==> config.mk <==
export PLATFORM = sky130hd
export DESIGN_NAME = pipelined_adder_flat
export DESIGN_NICKNAME = d
export VERILOG_FILES = /design/src/rtl/pipelined_adder_pkg.sv /design/src/rtl/pipelined_adder_if.sv /design/src/rtl/pipelined_adder_stage.sv /design/src/rtl/pipelined_adder.sv /design/src/flat_wrapper.sv
export SDC_FILE = /design/constraint.sdc
export NUM_CORES = 1
export LEC_CHECK = 0
export CAP_MARGIN = 20
export CORE_ASPECT_RATIO = 0.6
export CORE_MARGIN = 3
export CORE_UTILIZATION = 55
export CTS_BUF_LIST = sky130_fd_sc_hd__clkbuf_16
export DETAILED_ROUTE_END_ITERATION = 10
export GPL_ROUTABILITY_DRIVEN = 1
export PLACE_DENSITY = 0.78
export SYNTH_ARGS = -nofsm -noshare
export SYNTH_HDL_FRONTEND = slang
export SYNTH_SLANG_ARGS = --single-unit
==> constraint.sdc <==
create_clock -name clk -period 3.2 [get_ports clk]
set_input_delay 0.64 -clock clk [delete_from_list [all_inputs] [get_ports clk]]
set_output_delay 0.64 -clock clk [all_outputs]
set_load 0.1 [all_outputs]
==> src/rtl/pipelined_adder_pkg.sv <==
// Shared configuration helpers and per-stage control payload for the pipelined adder.
// Fields for the optional ADDER_OVF_DETECT_EN build ride alongside each beat.
package adder_pkg;

   localparam int DEF_WIDTH  = 32;
   localparam int DEF_CHUNK  = 8;
   localparam int DEF_STAGES = DEF_WIDTH / DEF_CHUNK;

   function automatic int stages_of(input int width, input int chunk);
      return width / chunk;
   endfunction

   function automatic bit cfg_ok(input int width, input int chunk);
      return (chunk >= 1) && (width >= chunk) && ((width % chunk) == 0);
   endfunction

   typedef struct packed {
      logic valid;
      logic cin;
`ifdef ADDER_OVF_DETECT_EN
      logic a_msb;
      logic b_msb;
`endif
   } stage_ctl_t;

endpackage

==> src/rtl/pipelined_adder_if.sv <==
// Streaming operand/result bus of the pipelined adder: valid/ready on both sides.
interface pipelined_adder_if #(
   parameter int WIDTH = adder_pkg::DEF_WIDTH
) ();

   logic             in_valid;
   logic             in_ready;
   logic [WIDTH-1:0] a;
   logic [WIDTH-1:0] b;
   logic             c;
   logic             out_valid;
   logic             out_ready;
   logic [WIDTH-1:0] sum;
   logic             carry;
   logic             ovf;

   modport slave (
      input  in_valid, a, b, c, out_ready,
      output in_ready, out_valid, sum, carry, ovf
   );

   modport master (
      output in_valid, a, b, c, out_ready,
      input  in_ready, out_valid, sum, carry, ovf
   );

endinterface

==> src/rtl/pipelined_adder_stage.sv <==
// One ripple stage: adds the low CHUNK bits of the remaining operands plus carry-in, 1-cycle registered.
// Holds data and valid while i_stall is high; data registers only load on a valid beat.
module adder_stage
   import adder_pkg::*;
#(
   parameter int WIDTH = DEF_WIDTH,
   parameter int CHUNK = DEF_CHUNK
) (
   input  logic             clk,
   input  logic             rst,
   input  logic             i_stall,
   input  stage_ctl_t       i_ctl,
   input  logic [WIDTH-1:0] i_a,
   input  logic [WIDTH-1:0] i_b,
   input  logic [WIDTH-1:0] i_sum,
   output stage_ctl_t       o_ctl,
   output logic [WIDTH-1:0] o_a,
   output logic [WIDTH-1:0] o_b,
   output logic [WIDTH-1:0] o_sum
);

   stage_ctl_t       r_ctl;
   logic [WIDTH-1:0] r_a;
   logic [WIDTH-1:0] r_b;
   logic [WIDTH-1:0] r_sum;
   logic [CHUNK:0]   w_add;

   assign w_add = {1'b0, i_a[CHUNK-1:0]} + {1'b0, i_b[CHUNK-1:0]} + (CHUNK+1)'(i_ctl.cin);

   // Operands shift down one chunk per stage; finished chunks enter the sum from the top,
   // so after the last stage the sum is in natural bit order.
   always_ff @(posedge clk) begin
      if (!rst) begin
         r_ctl <= '0;
         r_a   <= '0;
         r_b   <= '0;
         r_sum <= '0;
      end else if (!i_stall) begin
         r_ctl.valid <= i_ctl.valid;
         if (i_ctl.valid) begin
            r_ctl.cin <= w_add[CHUNK];
`ifdef ADDER_OVF_DETECT_EN
            r_ctl.a_msb <= i_ctl.a_msb;
            r_ctl.b_msb <= i_ctl.b_msb;
`endif
            r_a   <= i_a >> CHUNK;
            r_b   <= i_b >> CHUNK;
            r_sum <= WIDTH'({w_add[CHUNK-1:0], i_sum} >> CHUNK);
         end
      end
   end

   assign o_ctl = r_ctl;
   assign o_a   = r_a;
   assign o_b   = r_b;
   assign o_sum = r_sum;

endmodule

==> src/rtl/pipelined_adder.sv <==
// Registered WIDTH-bit adder, CHUNK bits per stage; latency WIDTH/CHUNK cycles, 1 beat/cycle.
// Full back-pressure: in_ready = !(out_valid && !out_ready); ADDER_OVF_DETECT_EN adds signed overflow.
module pipelined_adder
   import adder_pkg::*;
#(
   parameter int WIDTH = DEF_WIDTH,
   parameter int CHUNK = DEF_CHUNK
) (
   input  logic               clk,
   input  logic               rst,
   pipelined_adder_if.slave   bus
);

   localparam int STAGES = stages_of(WIDTH, CHUNK);

   if (!cfg_ok(WIDTH, CHUNK)) begin : g_bad_cfg
      $error("pipelined_adder: WIDTH must be a non-zero multiple of CHUNK");
   end
   if ($bits(bus.a) != WIDTH) begin : g_bad_bus
      $error("pipelined_adder: interface WIDTH does not match module WIDTH");
   end

   stage_ctl_t       r_ctl0;
   logic [WIDTH-1:0] r_a0;
   logic [WIDTH-1:0] r_b0;
   logic             w_stall;

   stage_ctl_t       w_ctl [STAGES+1];
   logic [WIDTH-1:0] w_a   [STAGES+1];
   logic [WIDTH-1:0] w_b   [STAGES+1];
   logic [WIDTH-1:0] w_sum [STAGES+1];
   logic             w_unused_tail;

   assign w_stall      = w_ctl[STAGES].valid && !bus.out_ready;
   assign bus.in_ready = !w_stall;

   always_ff @(posedge clk) begin
      if (!rst) begin
         r_ctl0 <= '0;
         r_a0   <= '0;
         r_b0   <= '0;
      end else if (!w_stall) begin
         r_ctl0.valid <= bus.in_valid;
         if (bus.in_valid) begin
            r_ctl0.cin <= bus.c;
`ifdef ADDER_OVF_DETECT_EN
            r_ctl0.a_msb <= bus.a[WIDTH-1];
            r_ctl0.b_msb <= bus.b[WIDTH-1];
`endif
            r_a0 <= bus.a;
            r_b0 <= bus.b;
         end
      end
   end

   assign w_ctl[0] = r_ctl0;
   assign w_a[0]   = r_a0;
   assign w_b[0]   = r_b0;
   assign w_sum[0] = '0;

   for (genvar k = 0; k < STAGES; k++) begin : g_stage
      adder_stage #(
         .WIDTH (WIDTH),
         .CHUNK (CHUNK)
      ) u_stage (
         .clk     (clk),
         .rst     (rst),
         .i_stall (w_stall),
         .i_ctl   (w_ctl[k]),
         .i_a     (w_a[k]),
         .i_b     (w_b[k]),
         .i_sum   (w_sum[k]),
         .o_ctl   (w_ctl[k+1]),
         .o_a     (w_a[k+1]),
         .o_b     (w_b[k+1]),
         .o_sum   (w_sum[k+1])
      );
   end

   // Operand remainders are fully consumed by the last stage.
   assign w_unused_tail = ^{w_a[STAGES], w_b[STAGES]};

   assign bus.out_valid = w_ctl[STAGES].valid;
   assign bus.sum       = w_sum[STAGES];
   assign bus.carry     = w_ctl[STAGES].cin;
`ifdef ADDER_OVF_DETECT_EN
   assign bus.ovf = w_ctl[STAGES].valid
                 && (w_ctl[STAGES].a_msb == w_ctl[STAGES].b_msb)
                 && (w_sum[STAGES][WIDTH-1] != w_ctl[STAGES].a_msb);
`else
   assign bus.ovf = 1'b0;
`endif

endmodule

==> src/flat_wrapper.sv <==
// flat-port wrapper written by rule: the top's interface ports become plain ports
module pipelined_adder_flat import adder_pkg::*;
#(
   parameter int WIDTH = DEF_WIDTH,
   parameter int CHUNK = DEF_CHUNK
)
  (clk, rst, bus_in_valid, bus_a, bus_b, bus_c, bus_out_ready, bus_in_ready, bus_out_valid, bus_sum, bus_carry, bus_ovf);
  pipelined_adder_if #(.WIDTH(WIDTH)) bus_i ();
  input  logic clk;
  input  logic rst;
  input wire logic [$bits(bus_i.in_valid)-1:0] bus_in_valid;
  input wire logic [$bits(bus_i.a)-1:0] bus_a;
  input wire logic [$bits(bus_i.b)-1:0] bus_b;
  input wire logic [$bits(bus_i.c)-1:0] bus_c;
  input wire logic [$bits(bus_i.out_ready)-1:0] bus_out_ready;
  output wire logic [$bits(bus_i.in_ready)-1:0] bus_in_ready;
  output wire logic [$bits(bus_i.out_valid)-1:0] bus_out_valid;
  output wire logic [$bits(bus_i.sum)-1:0] bus_sum;
  output wire logic [$bits(bus_i.carry)-1:0] bus_carry;
  output wire logic [$bits(bus_i.ovf)-1:0] bus_ovf;
  assign bus_i.in_valid = bus_in_valid;
  assign bus_i.a = bus_a;
  assign bus_i.b = bus_b;
  assign bus_i.c = bus_c;
  assign bus_i.out_ready = bus_out_ready;
  assign bus_in_ready = bus_i.in_ready;
  assign bus_out_valid = bus_i.out_valid;
  assign bus_sum = bus_i.sum;
  assign bus_carry = bus_i.carry;
  assign bus_ovf = bus_i.ovf;
  pipelined_adder #(.WIDTH(WIDTH), .CHUNK(CHUNK)) u_core (.clk(clk), .rst(rst), .bus(bus_i));
endmodule
# Yosys cells after proc, flatten, opt, wreduce, memory -nomap -nowiden
# Cells that the tools add are included.
# totals
mem_count	0
rom_bits	0
input_bits	69
ramBits	0
latchBits	0
ff_bits	250
word_cells	39
out_inout_bits	36
# classes
shifts	0
magnitude_cmp	0
n_div	0
n_eq_ne	0
reduce_logical	8
multipliers	0
muxes	0
n_bitwise	1
addsub	8
# op_table
cell	n
adder 8 x 8 -> 9 bit	4
adder 9 x 1 -> 9 bit	4
AND reduction 2 bit	5
zero test 1 bit	2
logical AND 1 bit	1
NOT 1 bit	1

# Longest topological paths before layout
# Gate-level depths: netlist (run 1).
# depth
ltp_word	4
ltp_mapped	9
mapped_depth_nobuf	8

# Modules after synthesis
# Synthesis (run 1) repeated with hierarchy kept, for this count alone.
# unflattened
hier_cells	1911
hier_area_um2	16559.6
# modules_own_cells
mod	seq_area_each_um2	instances	area_each_um2	cells_per_inst
adder_stage at u_core.g_stage[1].u_stage ...	1641.6	2	3475.8	405
adder_stage at u_core.g_stage[2].u_stage	1641.6	1	3484.6	405
adder_stage at u_core.g_stage[0].u_stage	1641.6	1	3472.1	405
pipelined_adder	1321.3	1	2651.3	291

# Least setup slack after synthesis (run 1)
# No wires, ideal clock.
# synth_timing
path_kind	reg-to-reg
start	reg u_core.g_stage[3].u_stage.r_ctl (netlist bit u_core.g_stage[3].u_stage.o_ctl[1])
end	reg u_core.g_stage[1].u_stage.r_ctl (netlist bit u_core.g_stage[1].u_stage.o_ctl[0])
period_less_slack_ps	2268
required_ps	3067
setup_time_ps	133
path_stages_with_launch	9
setup_slack_ps	932
path_buffers	3
arrival_ps	2135
cell_sequence	dfxtp_1 -> nor2b_4 -> inv_2 -> buf_6 -> and2_4 -> buf_6 -> buf_6 -> o21ai_1 -> o22ai_2
# synth_between
elab_chain_len	3
# synth_lines
element	line	text
start, declared	pipelined_adder_stage.sv:22	stage_ctl_t r_ctl;
logical AND 1 bit	pipelined_adder.sv:34	assign w_stall = w_ctl[STAGES].valid && !bus.out_ready;
NOT 1 bit (no line)	--	
AND reduction 2 bit (no line)	--	
end, declared	pipelined_adder_stage.sv:22	
# Every way passes these cells.
# A chain may end at the register's enable or synchronous reset.

# Worst setup path in the final report (run 1)
# layout_timing
start	reg u_core.g_stage[0].u_stage.r_ctl (netlist bit u_core.g_stage[0].u_stage.o_ctl[0])
end	reg u_core.g_stage[1].u_stage.r_sum[30]
# layout_between
elab_chain_len	1
# layout_lines
element	line	text
start, declared	pipelined_adder_stage.sv:22	
adder 9 x 1 -> 9 bit	pipelined_adder_stage.sv:28	assign w_add = {1'b0, i_a[CHUNK-1:0]} + {1'b0, i_b[CHUNK-1:0]} + (CHUNK+1)'(i_ctl.cin);
end signal, assigned	pipelined_adder_stage.sv:48	r_sum <= WIDTH'({w_add[CHUNK-1:0], i_sum} >> CHUNK);
end, declared	pipelined_adder_stage.sv:25	logic [WIDTH-1:0] r_sum;
# Every way passes these cells.

==> results of run 1 <==
==> layer usage <==
metal / wire length (um) / up-vias / part of all wire / track usage
met3: 1060 / 43 / 0.048 / 0.0380
met5: 0 / - / 0 / 0
met1: 9890 / 3879 / 0.45 / 0.274
met4: 438 / 0 / 0.020 / 0.0541
met2: 10500 / 171 / 0.48 / 0.403
li1: - / 4188 / - / -
==> worst register-to-register path, stage by stage (launching register included) <==
cell and delay (ns):
dfxtp_1 0.33, inv_1 0.07, fa_1 0.47, fa_1 0.45
and2b_1 0.24, o31a_1 0.17, o22ai_1 0.16, or4_1 0.43
nand3_1 0.09
==> where the power goes <==
part | switching, mW | internal (mW)
clock | 1.13 | 1.54
combinational | 0.241 | 0.168
sequential | 0.0436 | 3.19
==> how the worst min path moves through the flow <==
stage	endpoint	slack, ns	cells after the start
3_3_place_gp	u_core.g_stage[0].u_stage.o_a[23]$_SDFFE_PN0P_	0.44	2
3_5_place_dp	u_core.g_stage[0].u_stage.o_a[12]$_SDFFE_PN0P_	0.44	2
5_1_grt	u_core.g_stage[0].u_stage.o_a[13]$_SDFFE_PN0P_	0.47	2
2_1_floorplan	u_core.g_stage[1].u_stage.o_sum[23]$_SDFFE_PN0P_	0.43	2
4_1_cts	u_core.g_stage[0].u_stage.o_b[9]$_SDFFE_PN0P_	0.46	2
6_report	u_core.g_stage[0].u_stage.o_a[20]$_SDFFE_PN0P_	0.45	2
==> sequential cells by signal (all words and copies together), names as in the netlist <==
name and cells:
u_core.g_stage.u_stage.o_a 48, u_core.g_stage.u_stage.o_b 48, u_core.g_stage.u_stage.o_ctl 8, u_core.g_stage.u_stage.o_sum 80
u_core.r_a0 32, u_core.r_b0 32, u_core.r_ctl0 2
==> cells in the final DEF (no fill, tap or decap), types with 5 or more instances in the layout <==
| cell | n |
|---|---|
| o21ai_0 | 28 |
| clkinv_1 | 5 |
| nand2_1 | 443 |
| nand3_1 | 11 |
| a211oi_1 | 11 |
| o21a_1 | 7 |
| nor2b_1 | 6 |
| a21oi_1 | 236 |
| clkdlybuf4s50_1 | 68 |
| xnor2_1 | 7 |
| or3_1 | 6 |
| fa_1 | 8 |
| inv_1 | 17 |
| ha_1 | 28 |
| mux2i_1 | 5 |
| buf_12 | 5 |
| clkbuf_16 | 23 |
| dfxtp_1 | 250 |
| buf_4 | 47 |
| nor2_1 | 26 |
==> logic make-up after synthesis <==
kind of cell	count (synthesis)	synth area share
AND/OR/NAND/NOR	519	0.208
flip-flops	250	0.502
adder cells (fa/ha/maj)	36	0.0512
XOR/XNOR	11	0.00967
other	1	0.000376
buffers and inverters	100	0.0544
AO/OA/AOI/OAI	309	0.169
multiplexers	5	0.00502
==> layout make-up <==
cell class,count,area (sq um)
timing repair buffer,120,1130
multi-input combinational,881,4420
sequential,250,5000
clock buffer,23,576
clock inverter,16,151
fill,1484,5810
inverter,16,65.1
tap,234,293
==> through the flow <==
step	instance area, sq um	std cells
after detailed placement	10900	1501
after global routing	11600	1540
after floorplan	9970	1231
after global placement	10900	1501
final	11600	1540
after CTS	11600	1540
==> impl_metrics.yaml, run 1 <==
critical_path:
  critical_path.slowest_cell: "fa_1"
  cp.required_ns: 3.64
  end_kind: "register"
  crit_path_start_kind: "register"
  setup.reg_to_reg.worst_slack_ns: 0.74
  crit_family: "adder cells"
  cp_data_arrival_time_ns: 2.90
  crit_buf_inv: 1
  crit_start: "u_core.g_stage[0].u_stage.o_ctl[0]$_SDFFE_PN0P_"
  endpoint: "u_core.g_stage[1].u_stage.o_sum[30]$_SDFFE_PN0P_"
  worstPathCellList: "inv_1 -> fa_1 -> fa_1 -> and2b_1 -> o31a_1 -> o22ai_1 -> or4_1 -> nand3_1"
  cp_slowest_stage_delay_ns: 0.47
  critPathMostFrequentCell: "fa_1"
  path_max_fanout: 3
  path_depth: 8
  worstReg2RegEnd: "u_core.g_stage[1].u_stage.o_sum[30]$_SDFFE_PN0P_"
  rr_startpoint: "u_core.g_stage[0].u_stage.o_ctl[0]$_SDFFE_PN0P_"
  criticalPathCategory: "register to register"
  rr_worst_depth: 8
route:
  antenna_left: 0
  wl_per_cell_um: 14.2
  wl_um: 21900
  vias: 8281
  drc: 0
  drt-pass1-iter-count: 5
  drt_iter0_drc: 518
  viasPerCell: 5.38
worst_hold_path:
  worstHoldPathType: "register to register"
  hp-start: "u_core.r_a0[28]$_SDFFE_PN0P_"
timing:
  relSlewSlack: 0.565
  period_share: 0.769
  worst_pin_slew_ns: 0.653
  fin_ws_ns: 0.738
  fin_skew_ns: 0.0106
  rsz0062_at_grt: "no"
  whs_ns: 0.452
  fmax_mhz: 406
  fin_tns_setup_ns: 0
  min_period_ns: 2.46
  slew_violations: 0
  report.final.hold_viol_count: 0
  finalSetupViolations: 0
final_layout:
  final_layout_size_suffix_gt1_frac: 0.0773
  synthToLayoutAreaGrowth_pct: 16.9
  final_util: 0.667
  fin_nets: 1396
  n_antenna_cell: 0
die:
  ios: 105
  start_util: 0.571
  core_sq_um: 17500
  die-area_sq_um: 19800
  rows: 37
  fp.dieW_um: 180
  die_y_um: 110
power_and_ir_drop:
  vdd_ir_drop_max_mv: 0.332
  total_power_mw: 6.32
  powerDensity_nw_per_um2: 542
  leakagePower_nw: 4.29
synthesis:
  synthCells: 1231
  synth-seq-cells: 250
  yosys-top-cells-count: "nand2_1 (444), dfxtp_1 (250), a21oi_1 (236)"
  yosys.area.top_type: "dfxtp_1"
  netlist.area_leader.share: 0.502
  netlist_top_cells_area: "dfxtp_1 (50%), nand2_1 (17%), a21oi_1 (12%)"
  yosysMostFrequentCell: "nand2_1"
  synth.distinct_cells: 49
  synth-edff-count: 0
  synthArstFlopShare: 0
  ys_seq_area_frac: 0.502
  ys_warn_count: 0
  synth_fp_nets: 1336
  netlist_area_sq_um: 9970
  syn_area_per_cell_sq_um: 8.10
  synth_ff_type: "dfxtp_1"
cts:
  cts_buffers: 22
  clock-sinks: 250
  htreeDepth: 1
  clockBufferDepth: 3
  cts_setup_buffers: 0
  clk_latency_ns: 0.51
  cts.clk_slew.worst_paths_ns: 0.07
  cts-root-buf: "clkbuf_16"
  cts_tree: "built"
  cts_resized: 0
  ctsHoldBuffers: 0
placement:
  finalWeightedCongestion: 0.859
  portBuffers: 103
  place_hpwl_um: 14700
  dp_slack_ns: 0.617
grt:
  grt_pass1_wl_um: 36700
  grt_antenna_before_repair: 0
  grt_usage: 0.219
  grt_max_degree: 82
  first_global_vias: 8063
  grt-ovfl-total: 0
run:
  drv_cap: 0
outcome:
  status: "finished clean"
Power figures use the tool's default switching activity.
==> inputs of run 2 (changes only) <==
clock period = 2.4 ns   (was 3.2 ns; I/O delays follow)
==> run 2 against run 1 <==
  * Global-route usage decreased by 0.47 points
  * Core utilization increased by 0.36 points
  * Highest routed layer unchanged
  * Fmax increased by 7.5%
  * Sequential power increased by 33%
  * Critical path depth unchanged
  * Sequential cell count unchanged
  * Routed wire length decreased by 1.7%
==> impl_metrics.yaml, run 2 (same netlist as run 1, synthesis figures left out) <==
outcome:
  status: "finished clean"
cts:
  clk_latency_ns: 0.51
  cts_tree: "built"
  clock-sinks: 250
  cts-root-buf: "clkbuf_16"
  htreeDepth: 1
  clockBufferDepth: 3
  cts_buffers: 23
  cts_setup_buffers: 0
  cts_resized: 0
  ctsHoldBuffers: 0
  cts.clk_slew.worst_paths_ns: 0.07
critical_path:
  path_depth: 8
  crit_start: "u_core.g_stage[0].u_stage.o_b[0]$_SDFFE_PN0P_"
  setup.reg_to_reg.worst_slack_ns: 0.11
  crit_path_start_kind: "register"
  crit_family: "adder cells"
  endpoint: "u_core.g_stage[1].u_stage.o_sum[30]$_SDFFE_PN0P_"
  end_kind: "register"
  cp_slowest_stage_delay_ns: 0.43
  rr_startpoint: "u_core.g_stage[0].u_stage.o_b[0]$_SDFFE_PN0P_"
  critical_path.slowest_cell: "fa_1"
  rr_worst_depth: 8
  worstPathCellList: "inv_1 -> fa_2 -> fa_1 -> and2b_1 -> o31a_1 -> o22ai_2 -> or4_1 -> nand3_1"
  criticalPathCategory: "register to register"
  cp_data_arrival_time_ns: 2.74
  crit_buf_inv: 1
  cp.required_ns: 2.85
  path_max_fanout: 3
  worstReg2RegEnd: "u_core.g_stage[1].u_stage.o_sum[30]$_SDFFE_PN0P_"
grt:
  grt_antenna_before_repair: 0
  grt-ovfl-total: 0
  first_global_vias: 7908
  grt_usage: 0.215
  grt_pass1_wl_um: 36300
  grt_max_degree: 96
final_layout:
  fillers: 1504
  fin_nets: 1400
  final_layout_size_suffix_gt1_frac: 0.0846
  post-route-cell-area_sq_um: 11700
  seq_area_sq_um: 5000
  largest_reg_flops: 80
  final_cell_mix: "nand2_1 (443), dfxtp_1 (250), a21oi_1 (236)"
  n_antenna_cell: 0
  multi_input_area_sq_um: 4430
  layout_commonest_cell: "nand2_1"
  synthToLayoutAreaGrowth_pct: 17.5
route:
  drt-pass1-iter-count: 5
  drc: 0
  vias: 8266
  viasPerCell: 5.35
  antenna_left: 0
  drt_iter0_drc: 410
  wl_per_cell_um: 13.9
  wl_um: 21500
placement:
  portBuffers: 103
  placed_area_sq_um: 11000
  place_hpwl_um: 14600
  dp_slack_ns: 0.0515
  finalWeightedCongestion: 0.819
timing:
  finalSetupViolations: 0
  fin_ws_ns: 0.110
  fin_tns_setup_ns: 0
  period_share: 0.954
  slew_violations: 0
  report.final.hold_viol_count: 0
  fmax_mhz: 437
  rsz0062_at_grt: "no"
  min_period_ns: 2.29
  fin_skew_ns: 0.0112
die:
  start_util: 0.571
  die_y_um: 110
  die-area_sq_um: 19800
  rows: 37
  fp.dieW_um: 180
  ios: 105
  core_sq_um: 17500
worst_hold_path:
  worstHoldPathType: "register to register"
power_and_ir_drop:
  leakagePower_nw: 4.34
  powerDensity_nw_per_um2: 718
  vdd_ir_drop_max_mv: 0.526
run:
  drv_cap: 0
[run 2: where the power goes]
group	switching (mW)	internal, mW	total [mW]	leakage, nW
sequential	0.0571	4.25	4.31	2.03
combinational	0.317	0.229	0.547	1.94
clock	1.57	1.98	3.55	0.371
[run 2: how the worst min path moves through the flow]
stage / startpoint / endpoint / slack (ns) / cells after the start
floorplan: u_core.g_stage[0].u_stage.o_sum[31]$_SDFFE_PN0P_ / u_core.g_stage[1].u_stage.o_sum[23]$_SDFFE_PN0P_ / 0.43 / 2
global placement: u_core.r_a0[23]$_SDFFE_PN0P_ / u_core.g_stage[0].u_stage.o_a[15]$_SDFFE_PN0P_ / 0.44 / 2
detailed placement: u_core.g_stage[2].u_stage.o_sum[22]$_SDFFE_PN0P_ / u_core.g_stage[3].u_stage.o_sum[14]$_SDFFE_PN0P_ / 0.44 / 2
CTS: u_core.r_a0[18]$_SDFFE_PN0P_ / u_core.g_stage[0].u_stage.o_a[10]$_SDFFE_PN0P_ / 0.45 / 2
global route: u_core.g_stage[0].u_stage.o_a[11]$_SDFFE_PN0P_ / u_core.g_stage[1].u_stage.o_a[3]$_SDFFE_PN0P_ / 0.46 / 2
finish: u_core.r_a0[18]$_SDFFE_PN0P_ / u_core.g_stage[0].u_stage.o_a[10]$_SDFFE_PN0P_ / 0.44 / 2
[run 2: metrics by stage]
stage / hold slack, ns / total power, mW / utilization / cells
floorplan: 0.429 / 4.74 / - / 1231
global placement: 0.439 / 4.94 / 0.628 / 1504
detailed placement: 0.443 / 4.95 / 0.628 / 1504
CTS: 0.446 / 8.47 / 0.670 / 1546
global route: 0.462 / 8.73 / 0.671 / 1546
finish: 0.445 / 8.40 / 0.671 / 1546
[run 2: cell type report]
class                           instances  share of cell area
Inverter                               16             0.00556
Tap cell                              234              0.0250
Multi-Input combinational cell        881               0.379
Timing Repair Buffer                  123               0.101
Clock inverter                         19              0.0135
Sequential cell                       250               0.427
Clock buffer                           23              0.0492
[run 2: worst reg2reg max path: stages, from the launching register on]
cell,delay [ns]
dfxtp_1,0.32
inv_1,0.06
fa_2,0.40
fa_1,0.43
and2b_1,0.24
o31a_1,0.18
o22ai_2,0.11
or4_1,0.40
nand3_1,0.09
[run 2: routing by layer]
layer / wire [um] / share of wire / track usage / vias up
li1: - / - / - / 4190
met1: 9760 / 0.45 / 0.272 / 3899
met2: 10500 / 0.49 / 0.392 / 142
met3: 935 / 0.043 / 0.0374 / 35
met4: 343 / 0.016 / 0.0458 / 0
met5: 0 / 0 / 0 / -
